[src/rtl/async_oneway_transmitter_pkg.sv]
// Shared definitions for the 6-bit one-way link (transmitter and receiver side).
//   MESSAGE_SIZE : default message width carried over the link
//   LINK_CHUNK_W : data bits per link chunk (width of dout / receiver din)
//   tx_state_t   : transmitter frame FSM states
//   num_chunks() : chunks per message; always width/6 + 1 (integer division)
package async_oneway_transmitter_pkg;

   localparam int unsigned MESSAGE_SIZE = 16;
   localparam int unsigned LINK_CHUNK_W = 6;

   typedef enum logic [2:0] {
      IDLE,
      LEAD,
      HIGH,
      LOW,
      TAIL,
      GUARD
   } tx_state_t;

   function automatic int unsigned num_chunks(input int unsigned width);
      return width / LINK_CHUNK_W + 1;
   endfunction

endpackage

[src/rtl/async_oneway_transmitter_if.sv]
// Message handshake plus inter-board link wires of the one-way transmitter.
//   msg_valid/msg_data/msg_ready : upstream valid/ready message offer
//   transmit_ctrl                : frame signal to the receiver
//   packet_pulse/dout            : chunk strobe and 6-bit chunk data
//   busy                         : transmitter occupied (frame + idle guard)
// modport master : the transmitter; modport slave : upstream source / link observer
interface async_oneway_transmitter_if
   import async_oneway_transmitter_pkg::*;
#(
   parameter int unsigned MSG_W = MESSAGE_SIZE
);
   logic                    msg_valid;
   logic [MSG_W-1:0]        msg_data;
   logic                    msg_ready;
   logic                    transmit_ctrl;
   logic                    packet_pulse;
   logic [LINK_CHUNK_W-1:0] dout;
   logic                    busy;

   modport master (
      input  msg_valid, msg_data,
      output msg_ready, transmit_ctrl, packet_pulse, dout, busy
   );

   modport slave (
      output msg_valid, msg_data,
      input  msg_ready, transmit_ctrl, packet_pulse, dout, busy
   );
endinterface

[src/rtl/async_oneway_transmitter_timer.sv]
// async_tx_timer: loadable down-counter shared by every timed FSM state.
//   clk, rst_n : clock, asynchronous active-low reset
//   load       : load load_val this cycle (takes priority over counting)
//   load_val   : value to load
//   zero       : count has reached zero (counter then holds)
module async_tx_timer #(
   parameter int unsigned CNT_W = 5
) (
   input  logic             clk,
   input  logic             rst_n,
   input  logic             load,
   input  logic [CNT_W-1:0] load_val,
   output logic             zero
);
   logic [CNT_W-1:0] count;

   always_ff @(posedge clk or negedge rst_n) begin
      if (!rst_n) begin
         count <= '0;
      end else if (load) begin
         count <= load_val;
      end else if (count != '0) begin
         count <= count - CNT_W'(1);
      end
   end

   assign zero = (count == '0);
endmodule

[src/rtl/async_oneway_transmitter.sv]
// async_oneway_transmitter: serialises one MSG_W-bit message into 6-bit chunks
// on dout/packet_pulse, framed by transmit_ctrl, paced for the receiver's
// debouncers. Chunk 0 carries message bits [5:0]; bits above MSG_W-1 are zero.
//   clk, rst_n : single clock, asynchronous active-low reset
//   link       : async_oneway_transmitter_if.master (handshake + link wires)
// Optional macro ASYNC_TX_SKID_EN: one-entry holding register so a message can
// be accepted during a frame and sent back-to-back after the idle guard.
module async_oneway_transmitter
   import async_oneway_transmitter_pkg::*;
#(
   parameter int unsigned MSG_W       = MESSAGE_SIZE,
   parameter int unsigned LEAD_CYCLES = 8,
   parameter int unsigned HOLD_CYCLES = 16,
   parameter int unsigned GAP_CYCLES  = 16,
   parameter int unsigned TAIL_CYCLES = 8,
   parameter int unsigned IDLE_CYCLES = 8
) (
   input  logic                               clk,
   input  logic                               rst_n,
   async_oneway_transmitter_if.master         link
);
   localparam int unsigned NUM_CHUNKS = num_chunks(MSG_W);
   localparam int unsigned SH_W       = NUM_CHUNKS * LINK_CHUNK_W;
   localparam int unsigned MAX_A      = (LEAD_CYCLES > HOLD_CYCLES) ? LEAD_CYCLES : HOLD_CYCLES;
   localparam int unsigned MAX_B      = (GAP_CYCLES > TAIL_CYCLES) ? GAP_CYCLES : TAIL_CYCLES;
   localparam int unsigned MAX_C      = (MAX_A > MAX_B) ? MAX_A : MAX_B;
   localparam int unsigned MAX_CYC    = (MAX_C > IDLE_CYCLES) ? MAX_C : IDLE_CYCLES;
   localparam int unsigned CNT_W      = $clog2(MAX_CYC + 1);
   localparam int unsigned IDX_W      = $clog2(NUM_CHUNKS + 1);

   localparam logic [IDX_W-1:0] LAST_IDX = IDX_W'(NUM_CHUNKS - 1);

   // A state loaded with N lasts N+1 cycles (exit happens on the edge that sees
   // zero). LEAD keeps the full value so the accept cycle is the extra one.
   localparam logic [CNT_W-1:0] LEAD_LD  = CNT_W'(LEAD_CYCLES);
   localparam logic [CNT_W-1:0] HOLD_LD  = CNT_W'(HOLD_CYCLES - 1);
   localparam logic [CNT_W-1:0] GAP_LD   = CNT_W'(GAP_CYCLES - 1);
   localparam logic [CNT_W-1:0] TAIL_LD  = CNT_W'(TAIL_CYCLES - 1);
   localparam logic [CNT_W-1:0] GUARD_LD = CNT_W'(IDLE_CYCLES - 1);

   tx_state_t        state;
   logic [SH_W-1:0]  shreg;
   logic [SH_W-1:0]  sh_next;
   logic [SH_W-1:0]  msg_ext;
   logic [IDX_W-1:0] idx;
   logic             accept;
   logic             tmr_load;
   logic [CNT_W-1:0] tmr_val;
   logic             tmr_zero;
   logic             start_next;

   assign accept  = link.msg_valid && link.msg_ready;
   assign msg_ext = SH_W'(link.msg_data);
   assign sh_next = shreg >> LINK_CHUNK_W;

`ifdef ASYNC_TX_SKID_EN
   logic [MSG_W-1:0] hold_data;
   logic             hold_full;
   logic [SH_W-1:0]  next_msg;

   // Leaving GUARD restarts straight into LEAD if a message is waiting,
   // either already held or being offered on that very cycle.
   assign start_next = hold_full || accept;
   assign next_msg   = hold_full ? SH_W'(hold_data) : msg_ext;
`else
   assign start_next = 1'b0;
`endif

   async_tx_timer #(.CNT_W(CNT_W)) u_timer (
      .clk      (clk),
      .rst_n    (rst_n),
      .load     (tmr_load),
      .load_val (tmr_val),
      .zero     (tmr_zero)
   );

   always_comb begin
      tmr_load = 1'b0;
      tmr_val  = '0;
      case (state)
         IDLE:  if (accept)   begin tmr_load = 1'b1; tmr_val = LEAD_LD;  end
         LEAD:  if (tmr_zero) begin tmr_load = 1'b1; tmr_val = HOLD_LD;  end
         HIGH:  if (tmr_zero) begin tmr_load = 1'b1; tmr_val = GAP_LD;   end
         LOW:   if (tmr_zero) begin
                   tmr_load = 1'b1;
                   tmr_val  = (idx < LAST_IDX) ? HOLD_LD : TAIL_LD;
                end
         TAIL:  if (tmr_zero) begin tmr_load = 1'b1; tmr_val = GUARD_LD; end
         GUARD: if (tmr_zero && start_next) begin tmr_load = 1'b1; tmr_val = LEAD_LD; end
         default: ;
      endcase
   end

   always_ff @(posedge clk or negedge rst_n) begin
      if (!rst_n) begin
         state              <= IDLE;
         shreg              <= '0;
         idx                <= '0;
         link.msg_ready     <= 1'b1;
         link.transmit_ctrl <= 1'b0;
         link.packet_pulse  <= 1'b0;
         link.dout          <= '0;
         link.busy          <= 1'b0;
`ifdef ASYNC_TX_SKID_EN
         hold_data          <= '0;
         hold_full          <= 1'b0;
`endif
      end else begin
         case (state)
            IDLE: if (accept) begin
               shreg              <= msg_ext;
               idx                <= '0;
               link.transmit_ctrl <= 1'b1;
               link.busy          <= 1'b1;
               state              <= LEAD;
`ifndef ASYNC_TX_SKID_EN
               link.msg_ready     <= 1'b0;
`endif
            end
            LEAD: if (tmr_zero) begin
               link.dout         <= shreg[LINK_CHUNK_W-1:0];
               link.packet_pulse <= 1'b1;
               state             <= HIGH;
            end
            HIGH: if (tmr_zero) begin
               link.dout         <= '0;
               link.packet_pulse <= 1'b0;
               state             <= LOW;
            end
            LOW: if (tmr_zero) begin
               if (idx < LAST_IDX) begin
                  idx               <= idx + IDX_W'(1);
                  shreg             <= sh_next;
                  link.dout         <= sh_next[LINK_CHUNK_W-1:0];
                  link.packet_pulse <= 1'b1;
                  state             <= HIGH;
               end else begin
                  state <= TAIL;
               end
            end
            TAIL: if (tmr_zero) begin
               link.transmit_ctrl <= 1'b0;
               state              <= GUARD;
            end
            GUARD: if (tmr_zero) begin
`ifdef ASYNC_TX_SKID_EN
               if (start_next) begin
                  shreg              <= next_msg;
                  idx                <= '0;
                  link.transmit_ctrl <= 1'b1;
                  state              <= LEAD;
               end else begin
                  link.busy <= 1'b0;
                  state     <= IDLE;
               end
`else
               link.busy      <= 1'b0;
               link.msg_ready <= 1'b1;
               state          <= IDLE;
`endif
            end
            default: state <= IDLE;
         endcase
`ifdef ASYNC_TX_SKID_EN
         if (state == GUARD && tmr_zero && hold_full) begin
            hold_full      <= 1'b0;
            link.msg_ready <= 1'b1;
         end else if (accept && state != IDLE && !(state == GUARD && tmr_zero)) begin
            hold_data      <= link.msg_data;
            hold_full      <= 1'b1;
            link.msg_ready <= 1'b0;
         end
`endif
      end
   end

   param_nonzero_a: assert property (@(posedge clk)
      (LEAD_CYCLES != 0) && (HOLD_CYCLES != 0) && (GAP_CYCLES != 0) &&
      (TAIL_CYCLES != 0) && (IDLE_CYCLES != 0));

endmodule

[src/flat_wrapper.sv]
// flat-port wrapper written by rule: the top's interface ports become plain ports
module async_oneway_transmitter_flat import async_oneway_transmitter_pkg::*;
#(
   parameter int unsigned MSG_W       = MESSAGE_SIZE,
   parameter int unsigned LEAD_CYCLES = 8,
   parameter int unsigned HOLD_CYCLES = 16,
   parameter int unsigned GAP_CYCLES  = 16,
   parameter int unsigned TAIL_CYCLES = 8,
   parameter int unsigned IDLE_CYCLES = 8
)
  (clk, rst_n, link_msg_valid, link_msg_data, link_msg_ready, link_transmit_ctrl, link_packet_pulse, link_dout, link_busy);
  async_oneway_transmitter_if #(.MSG_W(MSG_W)) link_i ();
  input  logic clk;
  input  logic rst_n;
  input wire logic [$bits(link_i.msg_valid)-1:0] link_msg_valid;
  input wire logic [$bits(link_i.msg_data)-1:0] link_msg_data;
  output wire logic [$bits(link_i.msg_ready)-1:0] link_msg_ready;
  output wire logic [$bits(link_i.transmit_ctrl)-1:0] link_transmit_ctrl;
  output wire logic [$bits(link_i.packet_pulse)-1:0] link_packet_pulse;
  output wire logic [$bits(link_i.dout)-1:0] link_dout;
  output wire logic [$bits(link_i.busy)-1:0] link_busy;
  assign link_i.msg_valid = link_msg_valid;
  assign link_i.msg_data = link_msg_data;
  assign link_msg_ready = link_i.msg_ready;
  assign link_transmit_ctrl = link_i.transmit_ctrl;
  assign link_packet_pulse = link_i.packet_pulse;
  assign link_dout = link_i.dout;
  assign link_busy = link_i.busy;
  async_oneway_transmitter #(.MSG_W(MSG_W), .LEAD_CYCLES(LEAD_CYCLES), .HOLD_CYCLES(HOLD_CYCLES), .GAP_CYCLES(GAP_CYCLES), .TAIL_CYCLES(TAIL_CYCLES), .IDLE_CYCLES(IDLE_CYCLES)) u_core (.clk(clk), .rst_n(rst_n), .link(link_i));
endmodule
[config.mk]
export PLATFORM = sky130hd
export DESIGN_NAME = async_oneway_transmitter_flat
export DESIGN_NICKNAME = d
export VERILOG_FILES = /design/src/rtl/async_oneway_transmitter_pkg.sv /design/src/rtl/async_oneway_transmitter_if.sv /design/src/rtl/async_oneway_transmitter_timer.sv /design/src/rtl/async_oneway_transmitter.sv /design/src/flat_wrapper.sv
export SDC_FILE = /design/constraint.sdc
export NUM_CORES = 1
export LEC_CHECK = 0
export BUFFER_PORTS_ARGS = -buffer_cell sky130_fd_sc_hd__buf_2
export CAP_MARGIN = 5
export CORE_MARGIN = 2
export CORE_UTILIZATION = 42
export DETAILED_ROUTE_END_ITERATION = 8
export GPL_ROUTABILITY_DRIVEN = 0
export PLACE_DENSITY = 0.72
export SETUP_SLACK_MARGIN = 0.02
export SKIP_LAST_GASP = 1
export SYNTH_ARGS = -nofsm -noshare
export SYNTH_HDL_FRONTEND = slang
export SYNTH_SLANG_ARGS = --single-unit
[constraint.sdc]
create_clock -name clk -period 4.2 [get_ports clk]
set_clock_uncertainty 0.1 [all_clocks]
set_input_delay 0.63 -clock clk [delete_from_list [all_inputs] [get_ports clk]]
set_output_delay 0.63 -clock clk [all_outputs]
set_load 0.02 [all_outputs]
==> results of run 1 <==
==> cell families after synthesis <==
kind of cell / synth area share
AOI/OAI and AO/OA: 0.244
DFF: 0.537
adders and majority gates: 0.00744
xor gates and xnor gates: 0.00521
muxes: 0.0119
buffers and inverters: 0.0395
and+or+nand+nor: 0.155
==> synthesized netlist by cell type, drive strengths merged <==
master | instances | share of area
ha | 1 | 0.0074
o31ai | 1 | 0.0045
o22ai | 10 | 0.037
nand4bb | 1 | 0.0067
nor2b | 3 | 0.011
inv | 2 | 0.0045
a31oi | 1 | 0.0037
nor4 | 1 | 0.013
nor3 | 2 | 0.0060
a21o | 1 | 0.0052
or2b | 1 | 0.0045
mux2i | 2 | 0.012
o21a | 3 | 0.013
buf | 4 | 0.019
nand3 | 1 | 0.0030
clkbuf | 7 | 0.016
o21ai | 9 | 0.027
dfrtp | 35 | 0.52
a2bb2oi | 10 | 0.052
nand3b | 1 | 0.0045
nand2 | 11 | 0.025
a21oi | 10 | 0.034
dfstp | 1 | 0.016
nand4b | 1 | 0.0052
nor4b | 1 | 0.0052
and3b | 1 | 0.0052
nor2 | 16 | 0.036
a22o | 6 | 0.031
a22oi | 7 | 0.031
xor2 | 1 | 0.0052
or4b | 1 | 0.0082
and3 | 3 | 0.011
nand2b | 3 | 0.011
a211oi | 1 | 0.0045
==> power groups by stage <==
stage	Clock [W]	Combinational [W]	Sequential, W
floorplan	0	0.00000402	0.000353
global route	0.000315	0.0000221	0.000346
finish	0.000295	0.0000196	0.000347
CTS	0.000305	0.0000202	0.000346
global placement	0	0.0000190	0.000353
detailed placement	0	0.0000201	0.000353
==> area by class of cell <==
class / instances / share of cell area
timing repair buffer: 28 / 0.0726
tap: 48 / 0.0311
multi-input combinational: 110 / 0.369
inverter: 2 / 0.00389
sequential: 36 / 0.468
clock inverter: 2 / 0.0182
clock buffer: 6 / 0.0376
==> worst max-delay path: stages (launching register included) <==
cell and delay (ns):
sky130_fd_sc_hd__dfrtp_1 0.40, sky130_fd_sc_hd__inv_1 0.07, sky130_fd_sc_hd__ha_1 0.21, sky130_fd_sc_hd__nor4b_1 0.76, sky130_fd_sc_hd__nand4b_1 0.60, sky130_fd_sc_hd__o22ai_1 0.33, sky130_fd_sc_hd__a2bb2oi_1 0.10
==> final timing paths <==
kind,startpoint,to,slack (ns),cells past startpoint
worst max-delay path,u_core.u_timer.count[0],u_core.shreg[2],1.47,6
max in group asynchronous,rst_n,u_core.link.dout[5],3.19,1
worst min-delay path,rst_n,u_core.u_timer.count[4],0.32,1
worst min register to register,u_core.idx[0],u_core.idx[0],0.38,1
min in group clk,u_core.idx[0],u_core.idx[0],0.38,1
worst max register to register,u_core.u_timer.count[0],u_core.shreg[2],1.47,6
==> routing by layer <==
| layer | up-vias | track usage | part of all wire |
|---|---|---|---|
| met4 | 0 | 0.0765 | 0.014 |
| met3 | 5 | 0.0500 | 0.066 |
| met5 | - | 0 | 0 |
| met2 | 47 | 0.296 | 0.49 |
| met1 | 620 | 0.224 | 0.43 |
| li1 | 636 | - | - |
==> flip-flops by register name, indices dropped and copies added, names as in the netlist <==
signal,count
u_core.idx,2
u_core.state,3
u_core.link.transmit_ctrl,1
u_core.shreg,16
u_core.link.packet_pulse,1
u_core.u_timer.count,5
u_core.link.msg_ready,1
u_core.link.dout,6
u_core.link.busy,1
==> per-stage QoR <==
step	setup slack, ns	std cells	utilization
after global placement	1.59	224	0.487
final	1.47	232	0.515
after floorplan	2.16	159	-
after detailed placement	1.50	224	0.487
after CTS	1.48	232	0.515
after global routing	1.02	232	0.515
==> impl_metrics.env, run 1 <==
export IMPL_violation_count_after_the_first_detailed_route_iteration=72
export IMPL_rsz0062_at_grt="false"
export IMPL_power_density_nw_per_um2=343
export IMPL_cts_repair_timing_setup_buffer_count=0
export IMPL_critical_path_endpoint_type="flop"
export IMPL_antenna_violating_nets_left=0
export IMPL_grt_util_all_layers=0.181
export IMPL_antenna_cells_inserted=0
export IMPL_wirelength_microns=3510
export IMPL_syn_avg_cell_area_sq_um=10.6
export IMPL_via_total_after_detailed_routing=1308
export IMPL_floorplan_die_width_microns=67.3
export IMPL_design_power_total_w=0.000662
export IMPL_wire_per_inst_microns=15.1
export IMPL_die_area_sq_um=4520
export IMPL_postPlaceCellArea_sq_um=1820
export IMPL_relSlewSlack=0.363
export IMPL_core_rowCount=22
export IMPL_hpwl_microns=2480
export IMPL_hold_path_class="in -> async"
export IMPL_switching_share=0.197
export IMPL_ctsResizeCount=0
export IMPL_timing_hold_violations_final=0
export IMPL_start_kind="flop"
export IMPL_tightest_slew_ns=0.956
export IMPL_multi_input_comb_area_sq_um=712
export IMPL_core_region_area_sq_um=3740
export IMPL_netlist_area_sq_um=1680
export IMPL_maxCapViolations=0
export IMPL_pin_count=29
export IMPL_grt_start_max_net_pins=37
export IMPL_seqCellArea_sq_um=902
export IMPL_clk_pin_slew_ns=0.07
export IMPL_numPortBuffers=28
export IMPL_clkSinkCount=36
export IMPL_overflow=0
export IMPL_vias_per_cell=5.64
export IMPL_cell_int_power_w=0.000531
export IMPL_portion_of_the_clock_cycle_consumed_by_the_worst_path_in_the_final_layout=0.651
export IMPL_power_switching_w=0.000130
export IMPL_synth_lib_cells_used_distinct=37
export IMPL_post_cts_hold_buffers=0
export IMPL_cts_root_buf="sky130_fd_sc_hd__clkbuf_8"
export IMPL_synthCells=159
export IMPL_synth_net_count=179
export IMPL_yosysWarnings=0
export IMPL_worst_path_max_fanout=11
export IMPL_drt_pass1_iter_count=4
export IMPL_final_hold_worst_slack_ns=0.318
export IMPL_critPathKind="reg -> reg"
export IMPL_worstPathRequired_ns=4.22
export IMPL_ys_seq_area_frac=0.537
export IMPL_power_share_clock=0.447
export IMPL_fmaxAchievable_mhz=366
export IMPL_final_count_of_negative_setup_slack_endpoints=0
export IMPL_cts_buffer_depth=2
export IMPL_cts_tree="yes"
export IMPL_flow_area_growth_from_synthesis_pct=14.8
export IMPL_layout_common_cells="sky130_fd_sc_hd__dfrtp_1, sky130_fd_sc_hd__buf_2, sky130_fd_sc_hd__nor2_1"
export IMPL_clock_tree_htree_level_count=2
export IMPL_period_minus_slack_ns=2.73
export IMPL_grt_pass1_vias=1323
export IMPL_cellLeakagePower_nw=0.886
export IMPL_number_of_antenna_violations_at_the_first_check_in_global_routing=0
export IMPL_drcViolationCount=0
export IMPL_vdd_drop_max_mv=0.211
export IMPL_numCtsBuffers=5
export IMPL_drive_above_1_share=0.223
export IMPL_combPwrFrac=0.030
export IMPL_final_max_slew_violation_count=0
export IMPL_initial_standard_cell_utilization_of_the_core=0.449
export IMPL_seq_power_share=0.524
export IMPL_grt_pass1_wl_microns=6040
export IMPL_cp_data_arrival_time_ns=2.76
export IMPL_filler_cell_count=351
export IMPL_die_y_microns=67.3
export IMPL_finish_net_count=203
export IMPL_synth_seq_cells=36
export IMPL_setup_total_negative_slack_ns=0
export IMPL_final_common_cell="sky130_fd_sc_hd__dfrtp_1"
export IMPL_post_route_cell_area_sq_um=1930
export IMPL_run_status="completed"
export IMPL_worst_skew_pair_latency_ns=0.28
Power figures use the tool's default switching activity.
==> run 2: changes to the inputs <==
--- a/config.mk
+++ b/config.mk
@@ -11,7 +11,7 @@
 export CORE_UTILIZATION = 42
 export DETAILED_ROUTE_END_ITERATION = 8
 export GPL_ROUTABILITY_DRIVEN = 0
-export PLACE_DENSITY = 0.72
+export PLACE_DENSITY = 0.74
 export SETUP_SLACK_MARGIN = 0.02
 export SKIP_LAST_GASP = 1
 export SYNTH_ARGS = -nofsm -noshare
==> constraint.sdc (replaced) <==
create_clock -name clk -period 2.4 [get_ports clk]
set_clock_uncertainty 0.1 [all_clocks]
set_input_delay 0.36 -clock clk [delete_from_list [all_inputs] [get_ports clk]]
set_output_delay 0.36 -clock clk [all_outputs]
set_load 0.02 [all_outputs]
==> impl_metrics.env, run 2 (synthesis results as in run 1) <==
export IMPL_place_worst_setup_slack_ns=0.249
export IMPL_numPortBuffers=28
export IMPL_final_critical_path_setup_slack_ns=0.242
export IMPL_largestRegisters="u_core.shreg (16), u_core.link.dout (6), u_core.u_timer.count (5)"
export IMPL_timing_hold_violations_final=0
export IMPL_drcViolationCount=0
export IMPL_core_region_area_sq_um=3740
export IMPL_setup_worst_path_start="u_core.u_timer.count[0]"
export IMPL_number_of_antenna_violations_at_the_first_check_in_global_routing=0
export IMPL_worst_path_max_fanout=11
export IMPL_drive_above_1_share=0.245
export IMPL_clock_tree_htree_level_count=2
export IMPL_drt_pass1_iter_count=4
export IMPL_relSlewSlack=0.467
export IMPL_core_rowCount=22
export IMPL_reg2reg_from="u_core.u_timer.count[0]"
export IMPL_final_common_cell="sky130_fd_sc_hd__dfrtp_1"
export IMPL_power_density_nw_per_um2=689
export IMPL_clkSinkCount=36
export IMPL_hold_path_class="in -> async"
export IMPL_final_count_of_negative_setup_slack_endpoints=0
export IMPL_post_route_cell_area_sq_um=2010
export IMPL_die_y_microns=67.3
export IMPL_critical_path_endpoint_type="flop"
export IMPL_worst_path_largest_cell_delay_ns=0.56
export IMPL_flow_area_growth_from_synthesis_pct=19.7
export IMPL_violation_count_after_the_first_detailed_route_iteration=44
export IMPL_wirelength_microns=3670
export IMPL_initial_standard_cell_utilization_of_the_core=0.449
export IMPL_clk_pin_slew_ns=0.08
export IMPL_overflow=0
export IMPL_portion_of_the_clock_cycle_consumed_by_the_worst_path_in_the_final_layout=0.899
export IMPL_tightest_slew_ns=0.800
export IMPL_postPlaceCellArea_sq_um=1850
export IMPL_r2r_setup_slack_ns=0.24
export IMPL_antenna_violating_nets_left=0
export IMPL_vdd_drop_max_mv=0.459
export IMPL_max_flop_register="u_core.shreg"
export IMPL_design_power_total_w=0.00139
export IMPL_floorplan_die_width_microns=67.3
export IMPL_grt_pass1_wl_microns=6180
export IMPL_cts_repair_timing_setup_buffer_count=0
export IMPL_cts_buffer_depth=2
export IMPL_final_max_slew_violation_count=0
export IMPL_path_cells="inv_1 > ha_1 > or4b_4 > nor2_1 > o21a_1 > a2bb2oi_1"
export IMPL_maxCapViolations=0
export IMPL_layout_common_cells="sky130_fd_sc_hd__dfrtp_1, sky130_fd_sc_hd__buf_2, sky130_fd_sc_hd__nor2_1"
export IMPL_ctsResizeCount=0
export IMPL_worstPathRequired_ns=2.51
export IMPL_cellLeakagePower_nw=0.929
export IMPL_finish_net_count=207
export IMPL_run_status="completed"
export IMPL_wire_per_inst_microns=15.6
export IMPL_fmaxAchievable_mhz=463
export IMPL_hpwl_microns=2500
export IMPL_pin_count=29
export IMPL_largest_register_ff_count=16
export IMPL_die_area_sq_um=4520
export IMPL_grt_util_all_layers=0.185
export IMPL_worst_skew_pair_latency_ns=0.29
export IMPL_crit_path_top_delay_cell="sky130_fd_sc_hd__or4b_4"
export IMPL_cts_root_buf="sky130_fd_sc_hd__clkbuf_8"
export IMPL_grt_start_max_net_pins=37
export IMPL_via_total_after_detailed_routing=1315
export IMPL_setup_total_negative_slack_ns=0
export IMPL_vias_per_cell=5.57
export IMPL_critPathKind="reg -> reg"
export IMPL_cts_tree="yes"
export IMPL_rsz0062_at_grt="false"
export IMPL_cp_data_arrival_time_ns=2.26
export IMPL_start_kind="flop"
export IMPL_post_cts_hold_buffers=0
export IMPL_filler_cell_count=336
export IMPL_period_minus_slack_ns=2.16
export IMPL_grt_pass1_vias=1313
export IMPL_numCtsBuffers=5
export IMPL_antenna_cells_inserted=0
==> run 2: changes by cell type in the layout (fill, tap and decap cells not counted), sizes merged <==
cell    before  now
clkbuf       6    5
bufinv       1    3
clkinv       1    0
buf         28   32
==> run 2: critical path, delay by kind of cell (launching register included) <==
kind / cells / cell delay (ns)
AND/OR/NAND/NOR: 2 / 0.72
AO/OA/AOI/OAI: 2 / 0.56
flip-flops: 1 / 0.41
adder cells (fa/ha/maj): 1 / 0.21
buffers and inverters: 1 / 0.07
==> run 2: cell type report <==
type	count	area [sq um]	area share
Inverter	2	7.51	0.00373
Sequential cell	36	902	0.449
Timing Repair Buffer	32	170	0.0846
Tap cell	48	60.1	0.0299
Clock buffer	5	68.8	0.0342
Multi-Input combinational cell	110	712	0.354
Clock inverter	3	90.1	0.0448
==> run 2: stage by stage <==
step                       util  hold WS [ns]  std cells
after global placement    0.495         0.359        228
after CTS                 0.537        0.0739        236
final                     0.537        0.0501        236
after floorplan               -       -0.0356        159
after detailed placement  0.495         0.378        228
after global routing      0.537         0.118        236
==> run 2: path summary, 6_finish.rpt <==
| check | to | cells after the start |
|---|---|---|
| min reg2reg | u_core.idx[0] | 1 |
| min | u_core.u_timer.count[3] | 1 |
| max in group asynchronous | u_core.u_timer.count[1] | 1 |
| min in group clk | u_core.shreg[11] | 2 |
| max | u_core.shreg[6] | 6 |
| max reg2reg | u_core.shreg[6] | 6 |
==> run 2: power breakdown <==
group | switching (W) | total (W) | internal (W)
logic | 0.0000188 | 0.0000338 | 0.0000150
registers | 0 | 0.000606 | 0.000606
clock network | 0.000226 | 0.000746 | 0.000520
==> run 2: per-layer routing <==
layer / vias up / GRT usage / share of wire
li1: 642 / - / -
met4: 0 / 0.0536 / 0.012
met5: - / 0 / 0
met2: 42 / 0.293 / 0.48
met1: 626 / 0.249 / 0.45
met3: 5 / 0.0483 / 0.056
